$ cat src/rtl/plc_output_pkg.sv
// Shared types and defaults for the PLC output path (register stage and
// shift driver).
package plc_output_pkg;

  localparam int unsigned OUT_WIDTH_DEF   = 16;
  localparam int unsigned OUT_CLK_DIV_DEF = 4;

  typedef enum logic [1:0] {
    ST_IDLE     = 2'd0,
    ST_SETUP    = 2'd1,
    ST_SHIFT_HI = 2'd2,
    ST_LATCH    = 2'd3
  } drv_state_t;

endpackage

$ cat src/rtl/output_phase_timer.sv
// Loadable down-counter timing one SRCLK/RCLK phase of the shift driver.
// terminal is high in the last of the CLK_DIV cycles following a load.
module output_phase_timer #(
  parameter int unsigned CLK_DIV = 4,
  localparam int unsigned CW = $clog2(CLK_DIV + 1)
) (
  input  logic CLK,
  input  logic RST,
  input  logic load,
  output logic terminal
);

  logic [CW-1:0] count;

  // reload on phase entry, count down to zero and park there
  always_ff @(posedge CLK or posedge RST) begin
    if (RST) begin
      count <= '0;
    end else if (load) begin
      count <= CW'(CLK_DIV);
    end else if (count != '0) begin
      count <= count - CW'(1);
    end
  end

  assign terminal = (count == CW'(1));

endmodule

$ cat src/rtl/output_shift_driver.sv
// Serialises the latched output image into a 74HC595-style shift/latch
// chain. All chain-facing outputs are registered.
// Optional macro OUTPUT_WATCHDOG_EN adds a sticky no-start watchdog that
// forces the chain outputs off.
//
// state       | meaning
// ------------+-----------------------------------------------
// ST_IDLE     | waiting for start, chain outputs idle
// ST_SETUP    | SRCLK low, SER presents the current bit
// ST_SHIFT_HI | SRCLK high, SER held; bit shifted on exit
// ST_LATCH    | RCLK high to transfer the chain to its outputs
module output_shift_driver
  import plc_output_pkg::*;
#(
  parameter int unsigned WIDTH      = OUT_WIDTH_DEF,
  parameter int unsigned CLK_DIV    = OUT_CLK_DIV_DEF,
  parameter bit          MSB_FIRST  = 1'b1,
  parameter int unsigned WDT_CYCLES = 100000
) (
  input  logic             CLK,
  input  logic             RST,
  input  logic [WIDTH-1:0] OUTPUTDRIVER_DATA,
  input  logic             OUTPUTDRIVER_START,
  output logic             OUTPUTDRIVER_BUSY,
  output logic             OUTPUTDRIVER_DONE,
  output logic             OUTPUTDRIVER_SER,
  output logic             OUTPUTDRIVER_SRCLK,
  output logic             OUTPUTDRIVER_RCLK,
  output logic             OUTPUTDRIVER_OE_N,
  output logic             OUTPUTDRIVER_WDT_FAULT
);

  localparam int unsigned BCW = $clog2(WIDTH + 1);

  drv_state_t       state_q, state_d;
  logic [WIDTH-1:0] sreg_q, sreg_d;
  logic [BCW-1:0]   bcnt_q, bcnt_d;
  logic             ser_q, ser_d;
  logic             srclk_q, srclk_d;
  logic             rclk_q, rclk_d;
  logic             busy_q, busy_d;
  logic             done_q, done_d;
  logic             oe_n_q, oe_n_d;
  logic             phase_load;
  logic             phase_tc;
  logic             wdt_trip;

  function automatic logic lead_bit(input logic [WIDTH-1:0] v);
    return MSB_FIRST ? v[WIDTH-1] : v[0];
  endfunction

  function automatic logic [WIDTH-1:0] shift_out(input logic [WIDTH-1:0] v);
    return MSB_FIRST ? (v << 1) : (v >> 1);
  endfunction

  output_phase_timer #(
    .CLK_DIV(CLK_DIV)
  ) u_phase_timer (
    .CLK     (CLK),
    .RST     (RST),
    .load    (phase_load),
    .terminal(phase_tc)
  );

  // next-state and next-output decode; every output is computed here and
  // registered below so nothing reaches the pins combinationally
  always_comb begin
    state_d    = state_q;
    sreg_d     = sreg_q;
    bcnt_d     = bcnt_q;
    ser_d      = ser_q;
    srclk_d    = srclk_q;
    rclk_d     = rclk_q;
    busy_d     = busy_q;
    done_d     = 1'b0;
    oe_n_d     = oe_n_q;
    phase_load = 1'b0;

    case (state_q)
      ST_IDLE: begin
        if (OUTPUTDRIVER_START) begin
          sreg_d     = OUTPUTDRIVER_DATA;
          bcnt_d     = BCW'(WIDTH);
          ser_d      = lead_bit(OUTPUTDRIVER_DATA);
          srclk_d    = 1'b0;
          busy_d     = 1'b1;
          phase_load = 1'b1;
          state_d    = ST_SETUP;
        end
      end
      ST_SETUP: begin
        if (phase_tc) begin
          srclk_d    = 1'b1;
          phase_load = 1'b1;
          state_d    = ST_SHIFT_HI;
        end
      end
      ST_SHIFT_HI: begin
        if (phase_tc) begin
          srclk_d    = 1'b0;
          phase_load = 1'b1;
          sreg_d     = shift_out(sreg_q);
          bcnt_d     = bcnt_q - BCW'(1);
          if (bcnt_q == BCW'(1)) begin
            ser_d   = 1'b0;
            rclk_d  = 1'b1;
            state_d = ST_LATCH;
          end else begin
            ser_d   = lead_bit(sreg_d);
            state_d = ST_SETUP;
          end
        end
      end
      ST_LATCH: begin
        if (phase_tc) begin
          rclk_d  = 1'b0;
          done_d  = 1'b1;
          busy_d  = 1'b0;
          oe_n_d  = 1'b0;
          state_d = ST_IDLE;
        end
      end
      default: state_d = ST_IDLE;
    endcase

    // a watchdog fault keeps the physical outputs disabled regardless
    if (wdt_trip) oe_n_d = 1'b1;
  end

  // state and output registers; reset aborts any transfer without a latch
  always_ff @(posedge CLK or posedge RST) begin
    if (RST) begin
      state_q <= ST_IDLE;
      sreg_q  <= '0;
      bcnt_q  <= '0;
      ser_q   <= 1'b0;
      srclk_q <= 1'b0;
      rclk_q  <= 1'b0;
      busy_q  <= 1'b0;
      done_q  <= 1'b0;
      oe_n_q  <= 1'b1;
    end else begin
      state_q <= state_d;
      sreg_q  <= sreg_d;
      bcnt_q  <= bcnt_d;
      ser_q   <= ser_d;
      srclk_q <= srclk_d;
      rclk_q  <= rclk_d;
      busy_q  <= busy_d;
      done_q  <= done_d;
      oe_n_q  <= oe_n_d;
    end
  end

`ifdef OUTPUT_WATCHDOG_EN
  localparam int unsigned WCW = $clog2(WDT_CYCLES + 1);

  logic [WCW-1:0] wdt_cnt_q;
  logic           wdt_fault_q;

  assign wdt_trip = wdt_fault_q || (wdt_cnt_q == WCW'(WDT_CYCLES));

  // idle-time counter; an accepted start shows the scan loop is alive
  always_ff @(posedge CLK or posedge RST) begin
    if (RST) begin
      wdt_cnt_q   <= '0;
      wdt_fault_q <= 1'b0;
    end else begin
      wdt_fault_q <= wdt_trip;
      if (state_q == ST_IDLE && OUTPUTDRIVER_START) begin
        wdt_cnt_q <= '0;
      end else if (wdt_cnt_q != WCW'(WDT_CYCLES)) begin
        wdt_cnt_q <= wdt_cnt_q + WCW'(1);
      end
    end
  end

  assign OUTPUTDRIVER_WDT_FAULT = wdt_fault_q;
`else
  logic unused_wdt_cycles;

  assign unused_wdt_cycles      = ^WDT_CYCLES;
  assign wdt_trip               = 1'b0;
  assign OUTPUTDRIVER_WDT_FAULT = 1'b0;
`endif

  assign OUTPUTDRIVER_BUSY  = busy_q;
  assign OUTPUTDRIVER_DONE  = done_q;
  assign OUTPUTDRIVER_SER   = ser_q;
  assign OUTPUTDRIVER_SRCLK = srclk_q;
  assign OUTPUTDRIVER_RCLK  = rclk_q;
  assign OUTPUTDRIVER_OE_N  = oe_n_q;

endmodule

$ cat config.mk
export PLATFORM = sky130hd
export DESIGN_NAME = output_shift_driver
export DESIGN_NICKNAME = d
export VERILOG_FILES = /design/src/rtl/plc_output_pkg.sv /design/src/rtl/output_phase_timer.sv /design/src/rtl/output_shift_driver.sv
export SDC_FILE = /design/constraint.sdc
export NUM_CORES = 1
export LEC_CHECK = 0
export BUFFER_PORTS_ARGS = -buffer_cell sky130_fd_sc_hd__buf_2
export CAP_MARGIN = 40
export CORE_MARGIN = 2
export CORE_UTILIZATION = 40
export DETAILED_ROUTE_END_ITERATION = 7
export GPL_ROUTABILITY_DRIVEN = 0
export GPL_TIMING_DRIVEN = 0
export MAX_ROUTING_LAYER = met4
export PLACE_DENSITY = 0.68
export SLEW_MARGIN = 20
export SYNTH_ARGS = -nofsm -noshare
export SYNTH_HDL_FRONTEND = slang
export SYNTH_HIERARCHICAL = 1
export SYNTH_SLANG_ARGS = --single-unit
$ cat constraint.sdc
create_clock -name CLK -period 2.3 [get_ports CLK]
set_clock_uncertainty 0.15 [all_clocks]
set_input_delay 0.115 -clock CLK [delete_from_list [all_inputs] [get_ports CLK]]
set_output_delay 0.115 -clock CLK [all_outputs]
set_load 0.005 [all_outputs]
## Word-level counts from Yosys, hierarchy flattened

Cells that the tools add are included.

| cells by class | value |
|---|---|
| $add $sub $neg | 2 |
| multipliers | 0 |
| divide/modulo/power cells | 0 |
| order comparisons | 0 |
| equality and inequality tests | 10 |
| shift operators | 0 |
| mux-type cells | 31 |
| bitwise operators | 0 |
| reduce and logical (&&, ||, !) cells | 14 |

Operators with widths:

| cell | count |
|---|---|
| 2-to-1 mux 15 bit | 2 |
| one-hot mux 15 bit (2 select lines) | 1 |
| 2-to-1 mux 1 bit | 12 |
| AND reduction 4 bit | 3 |
| 2-to-1 mux 2 bit | 5 |
| 2-to-1 mux 5 bit | 2 |
| inequality test 2 bit, second input constant | 5 |
| one-hot mux 5 bit (2 select lines) | 1 |
| one-hot mux 1 bit (2 select lines) | 4 |
| one-hot mux 2 bit (4 select lines) | 1 |
| nonzero test 2 bit | 4 |
| 2-to-1 mux 3 bit | 2 |
| AND reduction 3 bit | 2 |
| nonzero test 3 bit | 2 |
| equality test 5 x 1 -> 1 bit, second input constant | 1 |
| subtractor 5 x 1 -> 5 bit, second input constant | 1 |
| equality test 2 bit, second input constant | 2 |
| equality test 3 x 1 -> 1 bit, second input constant | 1 |
| one-hot mux 1 bit (3 select lines) | 1 |
| subtractor 3 x 1 -> 3 bit, second input constant | 1 |
| equality test 2 x 1 -> 1 bit, second input constant | 1 |
| zero test 2 bit | 1 |
| AND reduction 2 bit | 1 |
| OR reduction 2 bit | 1 |

| word-level totals | value |
|---|---|
| register bits after elaboration | 31 |
| bits in latches | 0 |
| memory bits (writable) | 0 |
| bits in read-only memories | 0 |
| input port bits | 19 |
| output and inout bits | 7 |
| logic and storage cells | 67 |
| memories | 0 |

## Logic depth before layout (Yosys ltp)

Gate-level depths: netlist (run 1).

| depth | value |
|---|---|
| depth in word-level cells | 4 |
| gate-level depth with buffers | 8 |
| depth with buffers taken out | 7 |

## By module

Netlist (run 1), hierarchy kept.

By module, submodules not included:

| module | times used | cells an instance | area an instance (um^2) | seq. area each (um^2) |
|---|---|---|---|---|
| output_shift_driver | 1 | 151 | 1541.5 | 701.9 |
| output_phase_timer | 1 | 19 | 202.7 | 75.1 |

## Worst setup path after synthesis (run 1)

No wires, ideal clock.

| path | value |
|---|---|
| path type | register to register |
| from | register u_phase_timer.count[1] |
| to | register u_phase_timer.count[0] |
| arrival | 1662 ps |
| data required time | 2025 ps |
| slack | 363 ps |
| cell stages (with the launch flop) | 9 |
| path buffers | 1 |
| cells stage by stage | dfrtp_1 -> inv_1 -> ha_1 -> nor2b_1 -> buf_2 -> nand2_1 -> a21oi_1 -> nor2b_1 -> mux2_4 |

| on the way | value |
|---|---|
| word-level cells in the longest chain between the ends | 4 |
| elaborated cells between the ends (all ways) | 6 |
| classes of those cells | 1 x eq/ne; 3 x mux; 2 x reduce/logical |

RTL lines:

| item | RTL line | RTL |
|---|---|---|
| start, declared | output_phase_timer.sv:13 | `logic [CW-1:0] count;` |
| start signal, assigned | output_phase_timer.sv:20 | `count <= CW'(CLK_DIV);` |
| start signal, assigned | output_phase_timer.sv:22 | `count <= count - CW'(1);` |
| equality test 3 x 1 -> 1 bit * | output_phase_timer.sv:26 | `assign terminal = (count == CW'(1));` |
| named net phase_tc | output_shift_driver.sv:45 | `logic phase_tc;` |
| 2-to-1 mux 1 bit * | output_shift_driver.sv:92, output_shift_driver.sv:99 |  |
| one-hot mux 1 bit (2 select lines) * | output_shift_driver.sv:79 | `case (state_q)` |
| named net phase_load | output_shift_driver.sv:44 | `logic phase_load;` |
| 2-to-1 mux 3 bit or nonzero test 2 bit (tied branches) | n/a |  |

Mark *: on every way through the listed nets, which the timed path passes. The rest lies on a longest branch.
A chain may end at the register's enable or synchronous reset.

## Worst setup path after layout (run 1)

Same ends and word-level chain as after synthesis.

==> metrics.csv, run 1 <==
metric;value;unit
die_w;70.0;µm
wire_per_inst;13.3;µm
drive_gt1_share;24.4;%
yosys_warnings;6;
postRouteAntennaNets;0;
start_util;40.9;%
cts_tree;built;
busiest_layer;met2;
synth_xor_area_share;0.502;%
antenna_cells;0;
use_met3;3.17;%
ys_seq_area_share;44.5;%
grt_max_degree;20;
wirelength;3520;µm
clk_latency;290;ps
post-dp-hpwl;2510;µm
cts_buffer_depth;2;
gr-usage-all-layers;15.9;%
clock.fmax;478;MHz
synth_top_family_by_area;simple AND/OR/NAND/NOR gates;
failed_checks;negative hold slack;
min_period_over_period;91.0;%
netlist_area;0.00174;mm²
timing.setup.tns;0;ps
arrival;2120;ps
grtUsageMet2;24.2;%
relSlewSlack;66.2;%
path_class;flip-flop to flip-flop;
numCtsBuffers;5;
status;finished with violations;
clock_sinks;31;
hold_violations;1;
yosys.area_share.simple;16.0;%
viasPerCell;4.97;
worstPathRequired;2320;ps
final_area;0.00218;mm²
antenna_found_initial;0;
port_buffers;24;
power.density;1340;mW/mm²
clk_pin_slew;70;ps
drtPass1Iterations;4;
grt_first_pass_wirelength;5920;µm
ctsRootBufferMaster;clkbuf_8;
grt_util_met1;20.6;%
synth_nets;201;
min_path_type;input pin to flip-flop;
vias;1318;
num_rows;24;
ys_types;39;
setup_ws;207;ps
die_y;70.0;µm
whs;-5.59;ps
period_needed;2090;ps
boundaryPins;26;
htreeDepth;2;
final_cell_mix;dfrtp_1, buf_2, nor2_1, a21oi_1, mux2i_1;
layout_commonest_cell;dfrtp_1;
utilization;51.1;%
maxCapViolCount;0;
post-place-ws;126;ps
grt_pass1_vias;1305;
placed_cell_area;0.00196;mm²
synth_compound_area_share;13.6;%
critPathCaptureType;flip-flop;
crit_fanout;10;
die-area;0.00490;mm²
synth_adder_area_share;8.61;%
muxShareOfSynthArea;10.8;%
core_area;0.00426;mm²
p_leak;0.990;nW
synthCells;170;
ir_worst_vdd;614;µV
first_iter_violations;76;
syn_to_final_growth;24.9;%
drc;0;
rsz0062_at_grt;false;
worst_pin_slew;501;ps
avgSynthCellArea;10.3;µm²
ys_ff_latch;31;
fin_nets;243;
grt-ovfl-total;0;
setup-violations-final;0;
cts_setup_buffers;0;
slew_violations;0;
startpoint_type;flip-flop;
-- final cells by class --
cell class | count | area [µm²]
repair buffers | 35 | 248
flip-flops and latches | 31 | 777
clock buffers | 6 | 82.6
clock inverters | 2 | 35.0
fillers | 400 | 2090
inverters | 12 | 45.0
plain buffers | 8 | 53.8
multi-input cells | 119 | 872
well taps | 52 | 65.1
-- metrics by stage --
| step | hold WS, ps | total power, mW | instances |
|---|---|---|---|
| final | -5.59 | 2.92 | 265 |
| after detailed placement | -159 | 2.34 | 247 |
| after CTS | 2.60 | 2.93 | 265 |
| after global placement | -162 | 2.31 | 246 |
| after floorplan | -281 | 2.03 | 170 |
| after global routing | 32.3 | 3.16 | 265 |
-- per-layer routing --
| layer | vias to the layer above | part of all wire, % |
|---|---|---|
| met1 | 622 | 50 |
| met5 | - | 0 |
| met4 | 0 | 2.1 |
| li1 | 669 | - |
| met2 | 20 | 45 |
| met3 | 7 | 2.8 |
-- cells in the mapped netlist (all sizes together) --
library cell  instances  area, µm²
a211oi                1       7.51
nand4                 1       6.26
o221ai                1       15.0
nand3b                2       15.0
nor3b                 2       15.0
xnor2                 1       8.76
o221a                 1       11.3
dfstp                 1       26.3
and2b                 1       7.51
nor3                  4       25.0
o21a                  1       7.51
o21ai                 6       30.0
and2                  1       6.26
nor2b                 4       25.0
a211o                 1       8.76
mux2i                15        163
mux2                  2       26.3
ha                   12        150
nor2                 21       86.3
a21oi                19       95.1
nor4b                 1       23.8
o22ai                 1       6.26
a31oi                 2       12.5
buf                   8       53.8
nand2b                3       26.3
nand3                 2       10.0
a22o                  5       43.8
conb                  1       3.75
or3                   1       6.26
dfrtp                30        751
inv                  12       45.0
nand2                 7       26.3
-- kinds of logic after synthesis --
group | count (synthesis)
simple gates | 50
compound gates | 38
flops | 31
buf+inv | 20
mux | 17
fa+ha+maj | 12
other cells | 1
xor+xnor | 1
-- critical path: stages, from the launching register on --
cell and delay (ps):
dfrtp_1 380, inv_1 90, ha_1 140, nor2b_1 300
buf_2 260, nand2_1 80, a21oi_2 230, nor2b_1 70
mux2_4 270
-- where the power goes --
group / leakage [nW] / total, mW / switching (mW) / internal, mW
sequential: 0.359 / 0.992 / 0.192 / 0.800
combinational: 0.570 / 1.37 / 0.734 / 0.633
clock: 0.0612 / 0.558 / 0.207 / 0.350
total: 0.990 / 2.92 / 1.13 / 1.78
-- worst paths after layout --
path | slack, ps | startpoint | depth (start not counted) | to
min in group asynchronous | 80 | RST | 3 | u_phase_timer/count[1]$_DFFE_PP0P_
worst min-delay path | -6 | OUTPUTDRIVER_DATA[13] | 3 | sreg_q[13]$_DFFE_PP0P_
max in group asynchronous | 1210 | RST | 4 | OUTPUTDRIVER_OE_N$_DFFE_PP1P_
worst max register to register | 210 | u_phase_timer/count[1]$_DFFE_PP0P_ | 8 | u_phase_timer/count[0]$_DFFE_PP0P_
worst min register to register | 340 | OUTPUTDRIVER_SER$_DFFE_PP0P_ | 1 | OUTPUTDRIVER_SER$_DFFE_PP0P_
worst max-delay path | 210 | u_phase_timer/count[1]$_DFFE_PP0P_ | 8 | u_phase_timer/count[0]$_DFFE_PP0P_
-- flip-flops by register name, indices dropped and copies added (netlist names) --
signal	cells
state_q	2
sreg_q	15
u_phase_timer/count	3
OUTPUTDRIVER_BUSY	1
OUTPUTDRIVER_RCLK	1
OUTPUTDRIVER_OE_N	1
bcnt_q	5
OUTPUTDRIVER_SER	1
OUTPUTDRIVER_SRCLK	1
OUTPUTDRIVER_DONE	1
-- what timing repair did --
action / in CTS / in global routing
setup endpoints to repair: 0 / 1
hold endpoints to repair: 21 / 0
hold buffers: 10 / 0
gates resized for setup: 0 / 1
Note: power is estimated with default switching activity, not from simulation.
==> run 2: changes to the inputs <==
--- a/config.mk
+++ b/config.mk
@@ -5,6 +5,7 @@
 export SDC_FILE = /design/constraint.sdc
 export NUM_CORES = 1
 export LEC_CHECK = 0
+export ABC_AREA = 1
 export BUFFER_PORTS_ARGS = -buffer_cell sky130_fd_sc_hd__buf_2
 export CAP_MARGIN = 40
 export CORE_MARGIN = 2
==> run 2 against run 1 <==
Against the previous run: the flow now finishes without violations; power down 8.2%; combinational power about the same; worst setup slack better by 200 ps; die area up 1.1%; first-iteration DRC count down 7.9%.
==> metrics.csv, run 2 <==
metric;value;unit;change
clk_pin_slew;60;ps;about the same
boundaryPins;26;;unchanged
core_area;0.00429;mm²;+0.70%
cp.depth;11;;+3
wire_per_inst;10.4;µm;-22%
min_path_type;input pin to flip-flop;;
synth_nets;274;;+36%
crit_path_frequent_cell;nand2_1;;
async_flop_share;100;%;unchanged
grt_max_degree;20;;unchanged
cp_slowest_cell;dfrtp_1;;
ys.flop_type;dfrtp_1;;
postRouteAntennaNets;0;;unchanged
startpoint_type;flip-flop;;
crit_fanout;5;;-5
regMostFlops;sreg_q;;
min_period_over_period;82.2;%;-8.8 points
arrival;1910;ps;-210 ps
port_buffers;24;;unchanged
synth_top_area_cell;dfrtp_1;;
synth_top_family_by_area;simple AND/OR/NAND/NOR gates;;
slew_violations;0;;unchanged
fin_nets;319;;+31%
max_stage_delay;380;ps;about the same
syn_to_final_growth;24.0;%;
power.density;1220;mW/mm²;-8.6%
power;2.68;mW;-8.2%
p_leak;1.23;nW;+25%
synth_edf_count;0;;unchanged
ir_worst_vdd;612;µV;-0.28%
path_class;flip-flop to flip-flop;;
synth_xor_area_share;0;%;-0.50 points
top_regs;sreg_q x15, bcnt_q x5, u_phase_timer/count x3;;
r2r-end;state_q[1]$_DFFE_PP0P_;;
die_y;70.4;µm;+0.54%
relSlewSlack;66.5;%;+0.29 points
synth_adder_area_share;8.51;%;-0.098 points
clk_latency;270;ps;-20 ps
synth_compound_area_share;4.04;%;-9.6 points
yosys.area_share.simple;34.7;%;+19 points
min_to;sreg_q[14]$_DFFE_PP0P_;;
ff2ff_path_depth;11;;+3
ctsRootBufferMaster;clkbuf_8;;
final_cell_mix;nand2_1, dfrtp_1, buf_2, inv_1, dlygate4sd3_1;;
netlist_area;0.00176;mm²;+1.1%
synth_area_leaders;dfrtp_1, nand2_1, ha_1;;
whs;2.98;ps;+8.57 ps
avgSynthCellArea;7.26;µm²;-29%
die-area;0.00496;mm²;+1.1%
clock.fmax;529;MHz;+11%
post-synth-top-area-fraction;42.6;%;-0.49 points
cts_tree;built;;
worstPathRequired;2320;ps;about the same
ys_ff_latch;31;;unchanged
worst_pin_slew;502;ps;+0.344 ps
hold_violations;0;;-1
first_iter_violations;70;;-7.9%
yosysMostFrequentCell;nand2_1;;
cts_setup_buffers;0;;unchanged
layout_commonest_cell;nand2_1;;
antenna_found_initial;0;;unchanged
cts_buffer_depth;2;;unchanged
path_cells;inv_1 -> ha_1 -> inv_1 -> nor2_1 -> inv_1 -> nand2_1 -> nand2_1 -> nor2_1 -> nand2_1 -> nand2_1 -> nand2_1;;
grt-ovfl-total;0;;unchanged
r2r_start;u_phase_timer/count[1]$_DFFE_PP0P_;;
muxShareOfSynthArea;0;%;-11 points
synthTopCellsByCount;nand2_1, dfrtp_1, inv_1;;
timing.setup.tns;0;ps;unchanged
setup-violations-final;0;;unchanged
clock_sinks;31;;unchanged
viasPerCell;4.53;;-9.0%
status;complete, no violations;;
htreeDepth;2;;unchanged
grt_pass1_vias;1523;;+17%
final_area;0.00219;mm²;+0.46%
antenna_cells;0;;unchanged
gr-usage-all-layers;16.1;%;+0.25 points
post_cts_resized;0;;unchanged
cp_top_family;simple AND/OR/NAND/NOR gates;;
start_util;41.1;%;+0.18 points
ys_seq_area_share;44.0;%;-0.51 points
cts_hold_buf;13;;+3
fillers;417;;+4.3%
ys_types;22;;-44%
drive_gt1_share;15.9;%;-8.5 points
vias;1544;;+17%
maxCapViolCount;0;;unchanged
period_needed;1890;ps;-202 ps
min-delay-start;OUTPUTDRIVER_DATA[14];;
critPathCaptureType;flip-flop;;
die_w;70.4;µm;+0.54%
ff2ff_setup_slack;410;ps;+200 ps
post-dp-hpwl;2590;µm;+3.2%
wirelength;3540;µm;+0.63%
num_rows;24;;unchanged
drtPass1Iterations;4;;unchanged
whs_path_depth;5;;+2
largest_register_ff_count;15;;unchanged
drc;0;;unchanged
crit_buf_inv;3;;+1
placed_cell_area;0.00198;mm²;+1.0%
yosys_warnings;6;;unchanged
numCtsBuffers;5;;unchanged
synthCells;243;;+43%
grt_first_pass_wirelength;6270;µm;+5.9%
rsz0062_at_grt;false;;
run 2: worst min-delay path, delay by kind of cell:
family / cells / cell delay, ps
simple gates: 4 / 200
buf+inv: 1 / 70
run 2: worst max path at each step:
stage                                        from                endpoint  slack (ps)
2_1_floorplan  u_phase_timer/count[1]$_DFFE_PP0P_  state_q[1]$_DFFE_PP0P_         690
3_3_place_gp   u_phase_timer/count[1]$_DFFE_PP0P_  state_q[1]$_DFFE_PP0P_         450
3_5_place_dp   u_phase_timer/count[1]$_DFFE_PP0P_  state_q[1]$_DFFE_PP0P_         450
4_1_cts        u_phase_timer/count[1]$_DFFE_PP0P_  state_q[1]$_DFFE_PP0P_         430
5_1_grt        u_phase_timer/count[1]$_DFFE_PP0P_  state_q[1]$_DFFE_PP0P_         240
6_report       u_phase_timer/count[1]$_DFFE_PP0P_  state_q[1]$_DFFE_PP0P_         410
run 2: cell type report:
type	count	area (µm²)	share of cell area, %
Buffer	7	53.8	2.46
Multi-Input combinational cell	180	837	38.3
Sequential cell	31	777	35.5
Timing Repair Buffer	38	278	12.7
Clock inverter	1	5.00	0.229
Tap cell	52	65.1	2.97
Inverter	25	96.3	4.40
Clock buffer	7	76.3	3.49
run 2: kinds of logic after synthesis:
family	Yosys count
and+or+nand+nor	153
buffers and inverters	32
DFF	31
AOI/OAI and AO/OA	14
adders and majority gates	12
other	1
run 2: per-stage QoR:
stage               setup slack [ps]  std cells  utilization, %
finish                           409        341            51.0
floorplan                        695        243               -
detailed placement               449        320            46.0
global placement                 452        319            45.4
global route                     245        341            51.0
CTS                              429        341            51.0
run 2: per-layer routing:
metal	wire length [µm]	track usage, %	vias to the layer above
met1	1690	18.5	686
li1	-	-	829
met4	19	3.21	0
met5	0	-	-
met3	141	4.33	4
met2	1680	28.3	25
run 2: power breakdown:
part / switching (mW) / total (mW) / internal (mW)
logic: 0.825 / 1.34 / 0.512
registers: 0.149 / 0.940 / 0.791
clock network: 0.188 / 0.400 / 0.212
total: 1.16 / 2.68 / 1.51
